`src/rtl/demux_1to4_buf.sv`:
```
// 1-to-4 buffered demultiplexer: routes d to one of four per-lane FIFOs chosen by {I1,I0}.
// Optional macro DEMUX_TRISTATE_OUT_EN drives an empty lane's output to high-Z instead of 0.
module demux_1to4_buf #(
    parameter int WIDTH = 8,
    parameter int DEPTH = 4
) (
    input  logic             clk,
    input  logic             rst,
    input  logic [WIDTH-1:0] d,
    input  logic             I0,
    input  logic             I1,
    input  logic             in_valid,
    output logic             in_ready,
    output logic [WIDTH-1:0] q1,
    output logic [WIDTH-1:0] q2,
    output logic [WIDTH-1:0] q3,
    output logic [WIDTH-1:0] q4,
    output logic [3:0]       q_valid,
    input  logic [3:0]       q_ready,
    output logic             overflow
);
    localparam int AW = $clog2(DEPTH);
    localparam int CW = AW + 1;
    localparam logic [CW-1:0] FULL = CW'(DEPTH);

    logic [1:0]       w_sel;
    logic [3:0]       w_full;
    logic [3:0]       w_push;
    logic [WIDTH-1:0] w_q [4];
    logic             r_overflow;

    assign w_sel    = {I1, I0};
    assign in_ready = ~w_full[w_sel];
    assign overflow = r_overflow;

    // NOTE: sequential state uses non-blocking assignments so every register samples pre-edge values.
    always_ff @(posedge clk or posedge rst) begin
        if (rst) begin
            r_overflow <= 1'b0;
        end else if (in_valid && !in_ready) begin
            r_overflow <= 1'b1;
        end
    end

    for (genvar n = 0; n < 4; n++) begin : g_lane
        logic [WIDTH-1:0] r_mem [DEPTH];
        logic [AW-1:0]    r_wr_ptr;
        logic [AW-1:0]    r_rd_ptr;
        logic [CW-1:0]    r_count;
        logic             w_pop;

        assign w_full[n]  = (r_count == FULL);
        assign w_push[n]  = in_valid && !w_full[n] && (w_sel == 2'(n));
        assign q_valid[n] = (r_count != '0);
        assign w_pop      = q_valid[n] && q_ready[n];

        always_ff @(posedge clk or posedge rst) begin
            if (rst) begin
                r_wr_ptr <= '0;
                r_rd_ptr <= '0;
                r_count  <= '0;
            end else begin
                if (w_push[n]) r_wr_ptr <= r_wr_ptr + 1'b1;
                if (w_pop)     r_rd_ptr <= r_rd_ptr + 1'b1;
                case ({w_push[n], w_pop})
                    2'b10:   r_count <= r_count + 1'b1;
                    2'b01:   r_count <= r_count - 1'b1;
                    default: ;
                endcase
            end
        end

        // NOTE: storage is left unreset; outputs are gated by r_count, so stale words are never visible.
        always_ff @(posedge clk) begin
            if (w_push[n]) r_mem[r_wr_ptr] <= d;
        end

`ifdef DEMUX_TRISTATE_OUT_EN
        assign w_q[n] = q_valid[n] ? r_mem[r_rd_ptr] : {WIDTH{1'bz}};
`else
        assign w_q[n] = q_valid[n] ? r_mem[r_rd_ptr] : '0;
`endif
    end

    assign q1 = w_q[0];
    assign q2 = w_q[1];
    assign q3 = w_q[2];
    assign q4 = w_q[3];
endmodule

```
`config.mk`:
```
export PLATFORM = sky130hd
export DESIGN_NAME = demux_1to4_buf
export DESIGN_NICKNAME = d
export VERILOG_FILES = /design/src/rtl/demux_1to4_buf.sv
export SDC_FILE = /design/constraint.sdc
export NUM_CORES = 1
export LEC_CHECK = 0
export ABC_AREA = 1
export BUFFER_PORTS_ARGS = -buffer_cell sky130_fd_sc_hd__buf_2
export CORE_MARGIN = 2
export CORE_UTILIZATION = 50
export CTS_CLUSTER_SIZE = 14
export DETAILED_ROUTE_END_ITERATION = 10
export GPL_TIMING_DRIVEN = 0
export PLACE_DENSITY = 0.71
export SYNTH_ARGS = -nofsm -noshare
export SYNTH_HDL_FRONTEND = slang
export SYNTH_SLANG_ARGS = --single-unit
```
`constraint.sdc`:
```
create_clock -name clk -period 1.9 [get_ports clk]
set_input_delay 0.57 -clock clk [delete_from_list [all_inputs] [get_ports clk]]
set_output_delay 0.57 -clock clk [all_outputs]
set_load 0.1 [all_outputs]
```
Word level (Yosys, flattened, before mapping)
Memory sizes are Yosys's and may differ from the RTL's.
Cells that the tools add are included.
Word-level totals
  register bits after elaboration: 29
  input bits: 17
  word-level logic and storage cells: 94
  bits in writable memories: 128
  memories kept: 4
Memories
  g_lane[0].r_mem: depth 4, width 8, rd ports 1, clocked after memory_dff 0, wr ports 1, RTL line 46  | logic [WIDTH-1:0] r_mem [DEPTH];
  g_lane[1].r_mem: depth 4, width 8, rd ports 1, clocked after memory_dff 0, wr ports 1, RTL line 46
  g_lane[2].r_mem: depth 4, width 8, rd ports 1, clocked after memory_dff 0, wr ports 1, RTL line 46
  g_lane[3].r_mem: depth 4, width 8, rd ports 1, clocked after memory_dff 0, wr ports 1, RTL line 46
Cells by class
  magnitude comparators: 1
  add/sub/neg operators: 16
  eq/ne operators: 15
  reduce and logical (&&, ||, !) cells: 26
  mux-type cells: 18
  bitwise logic cells: 1
Operator list (count)
  $mux W8: 4
  $pmux W3 S2: 4
  $add A2 B1 Y2 const B: 8
  $logic_and A1 B1 Y1: 13
  $add A3 B1 Y3 const B: 4
  $eq A2 B2 Y1 const B: 6
  $eq A3 B3 Y1 const B: 4
  $reduce_bool A3 Y1: 4
  $sub A3 B1 Y3 const B: 4
  $eq A2 B1 Y1 const B: 5
  $mux W1: 9
  $reduce_bool A2 Y1: 4
  $logic_not A1 Y1: 4
  $lt A2 B3 Y1 const B: 1
  $bmux W1 S2: 1
  $logic_not A2 Y1: 1
  $not A1 Y1: 1

Depth between registers and ports, before layout
Gate-level depths: netlist (run 1).
  depth in word-level cells: 6
  mapped depth: 10
  gate-level depth less buffers: 10

Worst setup path after synthesis (run 1)
Ideal clock, no wire load.
  path kind: register -> output
  start: reg g_lane[2].r_count[0]
  end: out q3[0]
  setup slack: -1.496 ns
  cell stages (with the launch flop): 5
  arrival time: 2.826 ns
  required time: 1.330 ns
  path through: dfrtp_1 -> nor2_1 -> nand2_1 -> inv_2 -> a21oi_1
Between the ends
  longest elaborated chain between the ends: 2
RTL lines
  start, declared: RTL line 49  | logic [CW-1:0] r_count;
  start signal, assigned: RTL line 66  | 2'b10: r_count <= r_count + 1'b1;
  start signal, assigned: RTL line 67  | 2'b01: r_count <= r_count - 1'b1;
  $reduce_bool A3 Y1: RTL line 54  | assign q_valid[n] = (r_count != '0);
  named net q_valid[2]: RTL line 18  | output logic [3:0] q_valid,
  $mux W8: RTL line 81  | assign w_q[n] = q_valid[n] ? r_mem[r_rd_ptr] : '0;
  end, declared: RTL line 16  | output logic [WIDTH-1:0] q3,
The timed path passes the listed nets, and every way through them passes these cells.

Final worst setup path (run 1)
  start: reg g_lane[0].r_rd_ptr[0]
  end: out q1[1]
Between the ends
  longest elaborated chain between the ends: 2
RTL lines
  start, declared: RTL line 48  | logic [AW-1:0] r_rd_ptr;
  start signal, assigned: RTL line 64  | if (w_pop) r_rd_ptr <= r_rd_ptr + 1'b1;
  $mem_v2 Z4 W8
  $mux W8: RTL line 81
  end, declared: RTL line 14  | output logic [WIDTH-1:0] q1,
Every way passes these cells.

==> reports/metrics.yaml, run 1 <==
syn_nets: 615
nets: 769
clk_pin_slew_ps: 70
final_cell_count_no_fill: 917
drive_above_1_share_pct: 48.2
cts_tree: "yes"
worst_r2r_endpoint: "g_lane[3].r_count[2]"
ys_types: 24
hold_path_class: "input port to asynchronous set/reset pin"
grt_pass1_wl_mm: 25.6
clk_path_buf_depth: 2
final_cell_mix: "edfxtp_1 (128), nor2_1 (113), buf_4 (54), o21ai_2 (40), inv_1 (38)"
synth_area_leaders: "edfxtp_1 (56%), dfrtp_1 (11%), nor2_1 (8.3%)"
via_count: 4881
die_x_um: 121
synth_area_per_cell_um2: 11.9
clock_latency_ps: 430
multi_input_area_um2: 2680
ys_seq_elements: 157
fin_skew_ps: 9.99
io_pins: 55
start_util_pct: 51.4
seq_area_um2: 4580
crit_arrival_ps: 1780
required_ps: 1330
root_buffer: "clkbuf_16"
timing.hold.ws_ps: 245
wl_per_cell_um: 19.1
areaGrowthSynthToFinish_pct: 49.8
cts_buffers: 17
final_common_cell: "edfxtp_1"
period_minus_slack_ps: 2350
drv_slew: 0
relSlewSlack_pct: 49.4
crit_path_end_kind: "output port"
finalSetupViolations: 39
mappedNetlistArea_um2: 6810
crit_end: "q1[1]"
gp_congestion: 0.803
cts_hold_buf: 0
antenna_left: 0
port-buffer-count: 54
status: "finished, violations left"
viasPerCell: 5.32
rsz0062_at_grt: "true"
antennaDiodeCount: 0
core_um2: 13200
die_h_um: 121
ys_seq_area_share_pct: 67.1
grt_usage_pct: 24.0
num-fill-cells: 726
rows: 42
finalWorstSetupSlack_ps: -449
regToRegStartpoint: "g_lane[3].r_count[1]"
grt_overflow: 0
die_area_um2: 14600
worstMarginPinSlew_ps: 756
cap_violations: 0
fin_crit_sh_pct: 124
r2r_cells: 11
synthCells: 574
grt_pass1_vias: 5025
ys_warn_count: 0
dp_slack_ps: -439
path_class: "flop to output port"
crit_start: "g_lane[0].r_rd_ptr[0]"
wl_mm: 17.5
rrSetupSlack_ps: -80
synth_top_area_share_pct: 56.5
cts_sinks: 157
start_kind: "flop"
drtIter0Drc: 356
drcViolationCount: 0
grt_max_degree: 30
finalHoldViolCount: 0
violations: "setup timing"
htree_levels: 4
dp_cells: 804
cp_max_fo: 6
synth_top_area_cell: "edfxtp_1"
dr.pass1.iters: 5
fmax_mhz: 426
dpl.hpwl_mm: 8.55
grt_antenna_before_repair: 0
## timing repair
action | 4_1_cts | 5_1_grt
setup buffers | 52 | 27
cloned | 6 | 5
pin swaps | 41 | 60
endpoints found under the setup margin | 47 | 102
gates resized for setup | 240 | 115
## metal layers
metal,global-route usage (%),vias up,share of wire [%]
met4,11.3,0,3.8
li1,-,2246,-
met3,5.61,52,5.2
met5,0,-,0
met2,43.2,169,54
met1,26.9,2414,37
## flip-flops by register name, indices dropped and copies added, names as in the netlist
name             count
g_lane.r_mem       128
g_lane.r_count      12
g_lane.r_rd_ptr      8
overflow             1
g_lane.r_wr_ptr      8
## worst max-delay path: stages (launching register included)
cell       delay (ps)
dfrtp_1           370
buf_6             150
clkbuf_16         140
nor2_1             50
nor2_1            110
o21ai_1           100
a21oi_2           200
buf_8             220
## Yosys cell counts (all sizes together)
cell type,instances
a21oi,40
buf,10
clkbuf,6
dfrtp,29
edfxtp,128
fa,4
ha,20
inv,59
nand2,21
nand3,8
nor2,154
nor3,3
o21ai,72
xnor2,7
xor2,13
## cell type report
type                       count  area share (%)
sequential                   157            44.9
multi-input combinational    342            26.3
timing repair buffer         135            15.4
clock buffer                  18            4.21
inverter                      59            2.75
buffer                        16            2.39
tap                          176            2.16
clock inverter                14            1.90
## per-stage QoR
step | utilization (%) | instance area [um^2] | TNS [ps]
after floorplan | - | 7240 | -5440
after global placement | 58.4 | 7730 | -20860
after detailed placement | 58.4 | 7730 | -27330
after CTS | 73.2 | 9700 | -12930
after global routing | 77.0 | 10200 | -16320
final | 77.0 | 10200 | -13370
## worst min path at each step
stage | from | endpoint | slack (ps) | cells after the start
after floorplan | g_lane[1].r_count[0] | g_lane[1].r_count[0] | 510 | 1
after global placement | overflow | overflow | 450 | 2
after detailed placement | overflow | overflow | 450 | 2
after CTS | in_valid | overflow | 390 | 3
after global routing | rst | g_lane[0].r_wr_ptr[0] | 310 | 2
final | rst | g_lane[1].r_wr_ptr[1] | 240 | 2
## cells by family after synthesis
| kind of cell | count (synthesis) | synth area share [%] |
|---|---|---|
| flip-flops | 157 | 67.1 |
| buffers and inverters | 75 | 4.91 |
| AO/OA/AOI/OAI | 112 | 8.24 |
| AND/OR/NAND/NOR | 186 | 12.0 |
| XOR/XNOR | 20 | 2.90 |
| adder cells (fa/ha/maj) | 24 | 4.85 |
Power of run 1 is not shown: default switching activity piles up to over one toggle a cycle in this logic, so the estimate is an artifact.
==> run 2: changes to the inputs <==
- CORE_UTILIZATION: 50 -> 60
- PLACE_DENSITY: 0.71 -> 0.8
- clock period: 1.9 -> 3.02 ns (I/O delays scaled with it)
==> run 2 against run 1 <==
Non-clock buffer count fell by 81. The run now ends clean. Setup slack better by 510 ps. Die area is 16% lower. Flip-flop and latch count stayed put. Count of clock-buffer cells in the layout rose by 3. Register-to-register slack improved by 990 ps. Highest routed layer unchanged.
==> reports/metrics.yaml, run 2 (synthesis results as in run 1) <==
critPathBufInv: 4  # +1
dr.pass1.iters: 4  # -1
required_ps: 2110  # +780 ps
drive_above_1_share_pct: 23.6  # -25 points
multi_input_area_um2: 2040  # -24%
grt_usage_pct: 23.2  # -0.80 points
reg.largest.list: "g_lane.r_mem x128, g_lane.r_count x12"
path_class: "flop to output port"
rrSetupSlack_ps: 910  # +990 ps
cts_tree: "yes"
htree_levels: 4  # unchanged
antennaDiodeCount: 0  # unchanged
grt_pass1_wl_mm: 21.7  # -15%
finalSetupViolations: 0  # -100%
io_pins: 55  # unchanged
worstMarginPinSlew_ps: 1200  # +444 ps
port-buffer-count: 54  # unchanged
path_depth: 6  # -1
cap_violations: 0  # unchanged
grt_max_degree: 30  # unchanged
rows: 38  # -9.5%
drv_slew: 0  # unchanged
top_register: "g_lane.r_mem"
crit_slowest_cell: "buf_2"
cts_sinks: 157  # unchanged
drtIter0Drc: 266  # -25%
clk_pin_slew_ps: 60  # about the same
die_area_um2: 12200  # -16%
gp_congestion: 0.783  # -2.4%
cp_max_fo: 10  # +4
clk_path_buf_depth: 2  # unchanged
crit_path_end_kind: "output port"
nets: 688  # -11%
crit_end: "q2[3]"
worst_r2r_endpoint: "g_lane[1].r_count[1]"
fin_skew_ps: 6.70  # -3.29 ps
wl_per_cell_um: 16.6  # -13%
die_h_um: 111  # -8.4%
die_x_um: 111  # -8.4%
clock_latency_ps: 420  # about the same
crit_start: "g_lane[1].r_rd_ptr[0]"
finalWorstSetupSlack_ps: 63.0  # +512 ps
place_area_um2: 7390  # -4.5%
relSlewSlack_pct: 20.0  # -29 points
grt_overflow: 0  # unchanged
start_kind: "flop"
cp_top_family: "buffers and inverters"
regToRegStartpoint: "g_lane[1].r_count[2]"
areaGrowthSynthToFinish_pct: 17.8
status: "finished clean"
start_util_pct: 62.2  # +11 points
finish.instance_area_um2: 8020  # -21%
period_minus_slack_ps: 2960
crit_path_cell_trace: "buf_4 -> inv_2 -> clkbuf_2 -> o21ai_0 -> a21oi_2 -> buf_2"
finalHoldViolCount: 0  # unchanged
cts_buffers: 17  # unchanged
slowest_delay_ps: 440  # +70 ps
seq_area_um2: 4570  # -0.16%
fmax_mhz: 338
via_count: 4314  # -12%
fin_crit_sh_pct: 97.9
r2r_cells: 6  # -5
largest_reg_flops: 128  # unchanged
final_common_cell: "nor2_1"
viasPerCell: 5.39  # +1.3%
num-fill-cells: 755  # +4.0%
antenna_left: 0  # unchanged
dp_slack_ps: 180  # +618 ps
drcViolationCount: 0  # unchanged
cts_hold_buf: 0  # unchanged
grt_pass1_vias: 4439  # -12%
rsz0062_at_grt: "false"
crit_arrival_ps: 2050  # +270 ps
hold_path_class: "flop to flop"
core_um2: 10900  # -17%
final_cell_mix: "nor2_1 (150), edfxtp_1 (128), o21ai_0 (64), inv_1 (50), buf_2 (50)"
timing.hold.ws_ps: 497  # +253 ps
dpl.hpwl_mm: 8.83  # +3.3%
root_buffer: "clkbuf_16"
grt_antenna_before_repair: 0  # unchanged
wl_mm: 13.3  # -24%
[run 2: area by class of cell]
cell class / instances / area share (%)
multi-input combinational: 342 / 25.4
tap: 140 / 2.19
clock inverter: 11 / 2.11
clock buffer: 21 / 5.49
timing repair buffer: 54 / 3.62
buffer: 16 / 1.40
inverter: 59 / 2.76
sequential: 157 / 57.0
[run 2: routing by layer]
| metal | track usage, % | part of all wire, % | vias up | wire (um) |
|---|---|---|---|---|
| li1 | - | - | 2075 | - |
| met2 | 38.7 | 51 | 143 | 6740 |
| met1 | 29.2 | 40 | 2063 | 5310 |
| met3 | 4.56 | 6.1 | 33 | 811 |
| met4 | 11.9 | 3.4 | 0 | 446 |
| met5 | 0 | 0 | - | 0 |
[run 2: worst min path at each step]
stage / from / end / slack (ps) / depth (start not counted)
finish: g_lane[2].r_count[0] / g_lane[2].r_count[0] / 500 / 1
floorplan: g_lane[2].r_count[0] / g_lane[2].r_count[0] / 470 / 1
global placement: g_lane[2].r_count[0] / g_lane[2].r_count[0] / 480 / 1
global route: g_lane[2].r_count[0] / g_lane[2].r_count[0] / 540 / 1
CTS: g_lane[2].r_count[0] / g_lane[2].r_count[0] / 500 / 1
detailed placement: g_lane[2].r_count[0] / g_lane[2].r_count[0] / 500 / 1
[run 2: worst register-to-register path, stage by stage (launching register included)]
cell     delay, ps
dfrtp_1        430
nor3_4         600
nor2_4          90
ha_1           210
inv_1          110
fa_1           440
o21ai_0        150
[run 2: timing repair]
item,4_1_cts,5_1_grt
hold endpoints to repair,0,0
resized for setup,0,8
setup endpoints to repair,0,8
setup buffers,0,0
[run 2: metrics by stage]
stage / utilization (%) / cells / setup TNS (ps)
2_1_floorplan: - / 574 / -1200
4_1_cts: 73.1 / 800 / 0
6_report: 73.3 / 800 / 0
3_5_place_dp: 67.5 / 768 / 0
3_3_place_gp: 67.5 / 768 / 0
5_1_grt: 73.3 / 800 / 0
Power of run 2 is left out for the same reason.
==> run 3: changes to the inputs <==
- GPL_TIMING_DRIVEN: 0 -> 1
- PLACE_DENSITY: 0.8 -> 0.91
==> run 3 against run 2 <==
Non-clock buffer count down 2. Critical endpoint is now q1[2]. Clock skew up 2.2 ps. Global-route usage up 1.4 points. Hold slack worse by 1.3 ps. Critical path depth down 2. Highest routed layer unchanged. Wire length up 7.8%. Setup slack better by 35 ps. Sequential share of layout area up 0.30 points. Final area down 0.42%. Via count up 3.5%. Register-to-register slack worse by 80 ps. Largest cell class unchanged. Count of clock-buffer cells in the layout down 2.
==> reports/metrics.yaml, run 3 (synthesis results as in run 1) <==
reg.largest.list: "g_lane.r_mem x128, g_lane.r_count x12"
worstMarginPinSlew_ps: 831  # -368 ps
die_h_um: 111  # unchanged
cap_violations: 0  # unchanged
cts_resized: 4  # +4
finalHoldViolCount: 0  # unchanged
wl_mm: 14.4  # +7.8%
relSlewSlack_pct: 44.4  # +24 points
antenna_left: 0  # unchanged
grt_pass1_wl_mm: 23.2  # +6.9%
wl_per_cell_um: 18.0  # +8.1%
final_cell_mix: "nor2_1 (150), edfxtp_1 (128), o21ai_0 (63), inv_1 (50), buf_2 (43)"
cp_max_fo: 19  # +9
via_count: 4463  # +3.5%
clk_pin_slew_ps: 60  # about the same
crit_path_cell_trace: "inv_2 -> o21ai_0 -> a21oi_2 -> buf_2"
start_util_pct: 62.2  # unchanged
dpl.hpwl_mm: 9.11  # +3.2%
clock_latency_ps: 420  # about the same
finalSetupViolations: 0  # unchanged
antennaDiodeCount: 0  # unchanged
crit_slowest_cell: "dfrtp_2"
final_common_cell: "nor2_1"
start_kind: "flop"
port-buffer-count: 54  # unchanged
fin_crit_sh_pct: 96.8  # -1.1 points
fin_skew_ps: 8.88  # +2.18 ps
grt_overflow: 0  # unchanged
status: "finished clean"
cts_hold_buf: 0  # unchanged
die_area_um2: 12200  # unchanged
viasPerCell: 5.59  # +3.7%
cts_sinks: 157  # unchanged
cts_buffers: 17  # unchanged
period_minus_slack_ps: 2920  # -34.6 ps
areaGrowthSynthToFinish_pct: 17.3
path_class: "flop to output port"
slowest_delay_ps: 550  # +110 ps
die_x_um: 111  # unchanged
largest_reg_flops: 128  # unchanged
io_pins: 55  # unchanged
rsz0062_at_grt: "false"
drv_slew: 0  # unchanged
htree_levels: 4  # unchanged
grt_antenna_before_repair: 0  # unchanged
final_cell_count_no_fill: 798  # -0.25%
crit_arrival_ps: 2020  # -30 ps
clk_path_buf_depth: 2  # unchanged
rows: 38  # unchanged
grt_usage_pct: 24.6  # +1.4 points
hold_path_class: "flop to flop"
cts_tree: "yes"
cts_setup_buffers: 0  # unchanged
top_register: "g_lane.r_mem"
grt_pass1_vias: 4706  # +6.0%
drtIter0Drc: 334  # +26%
core_um2: 10900  # unchanged
fmax_mhz: 342  # +1.2%
drcViolationCount: 0  # unchanged
crit_path_end_kind: "output port"
dr.pass1.iters: 5  # +1
gp_congestion: 0.810  # +3.4%
dp_cells: 766  # -0.26%
drive_above_1_share_pct: 24.2  # +0.53 points
required_ps: 2110  # about the same
grt_max_degree: 30  # unchanged
nets: 686  # -0.29%
root_buffer: "clkbuf_16"
[run 3: path summary, 6_finish.rpt]
path | start | end | slack, ps | cells past startpoint
worst min-delay path | overflow | overflow | 500 | 2
worst max-delay path | g_lane[0].r_rd_ptr[0] | q1[2] | 100 | 4
max in group asynchronous | rst | g_lane[0].r_rd_ptr[0] | 2130 | 3
min in group asynchronous | rst | g_lane[2].r_rd_ptr[0] | 570 | 3
worst max register to register | g_lane[3].r_count[0] | g_lane[3].r_count[1] | 830 | 6
worst min register to register | overflow | overflow | 500 | 2
[run 3: through the flow]
step	TNS, ps	instance area (um^2)	worst slack, ps	hold WS (ps)	util [%]
floorplan	-1200	6940	-200	468	-
global placement	0	7390	467	474	67.6
detailed placement	0	7390	325	476	67.6
CTS	0	7960	18.4	491	72.8
global route	0	7980	0.329	507	73.0
finish	0	7980	97.6	496	73.0
[run 3: cell type report]
class | count | area [um^2]
flip-flops and latches | 157 | 4570
fillers | 699 | 2950
multi-input cells | 342 | 2040
clock buffers | 19 | 433
repair buffers | 68 | 415
inverters | 59 | 221
well taps | 140 | 175
clock inverters | 13 | 125
[run 3: per-layer routing]
layer	GRT usage [%]	vias to the layer above	part of all wire, %
met3	5.27	36	6.3
met5	0	-	0
met1	30.7	2169	39
li1	-	2073	-
met4	10.3	0	2.5
met2	42.0	185	52
[run 3: worst max-delay path, delay by kind of cell, from the launching register on]
kind | cells | cell delay, ps
buffers and inverters | 2 | 700
flip-flops | 1 | 550
AO/OA/AOI/OAI | 2 | 340
Power of run 3 is left out for the same reason.
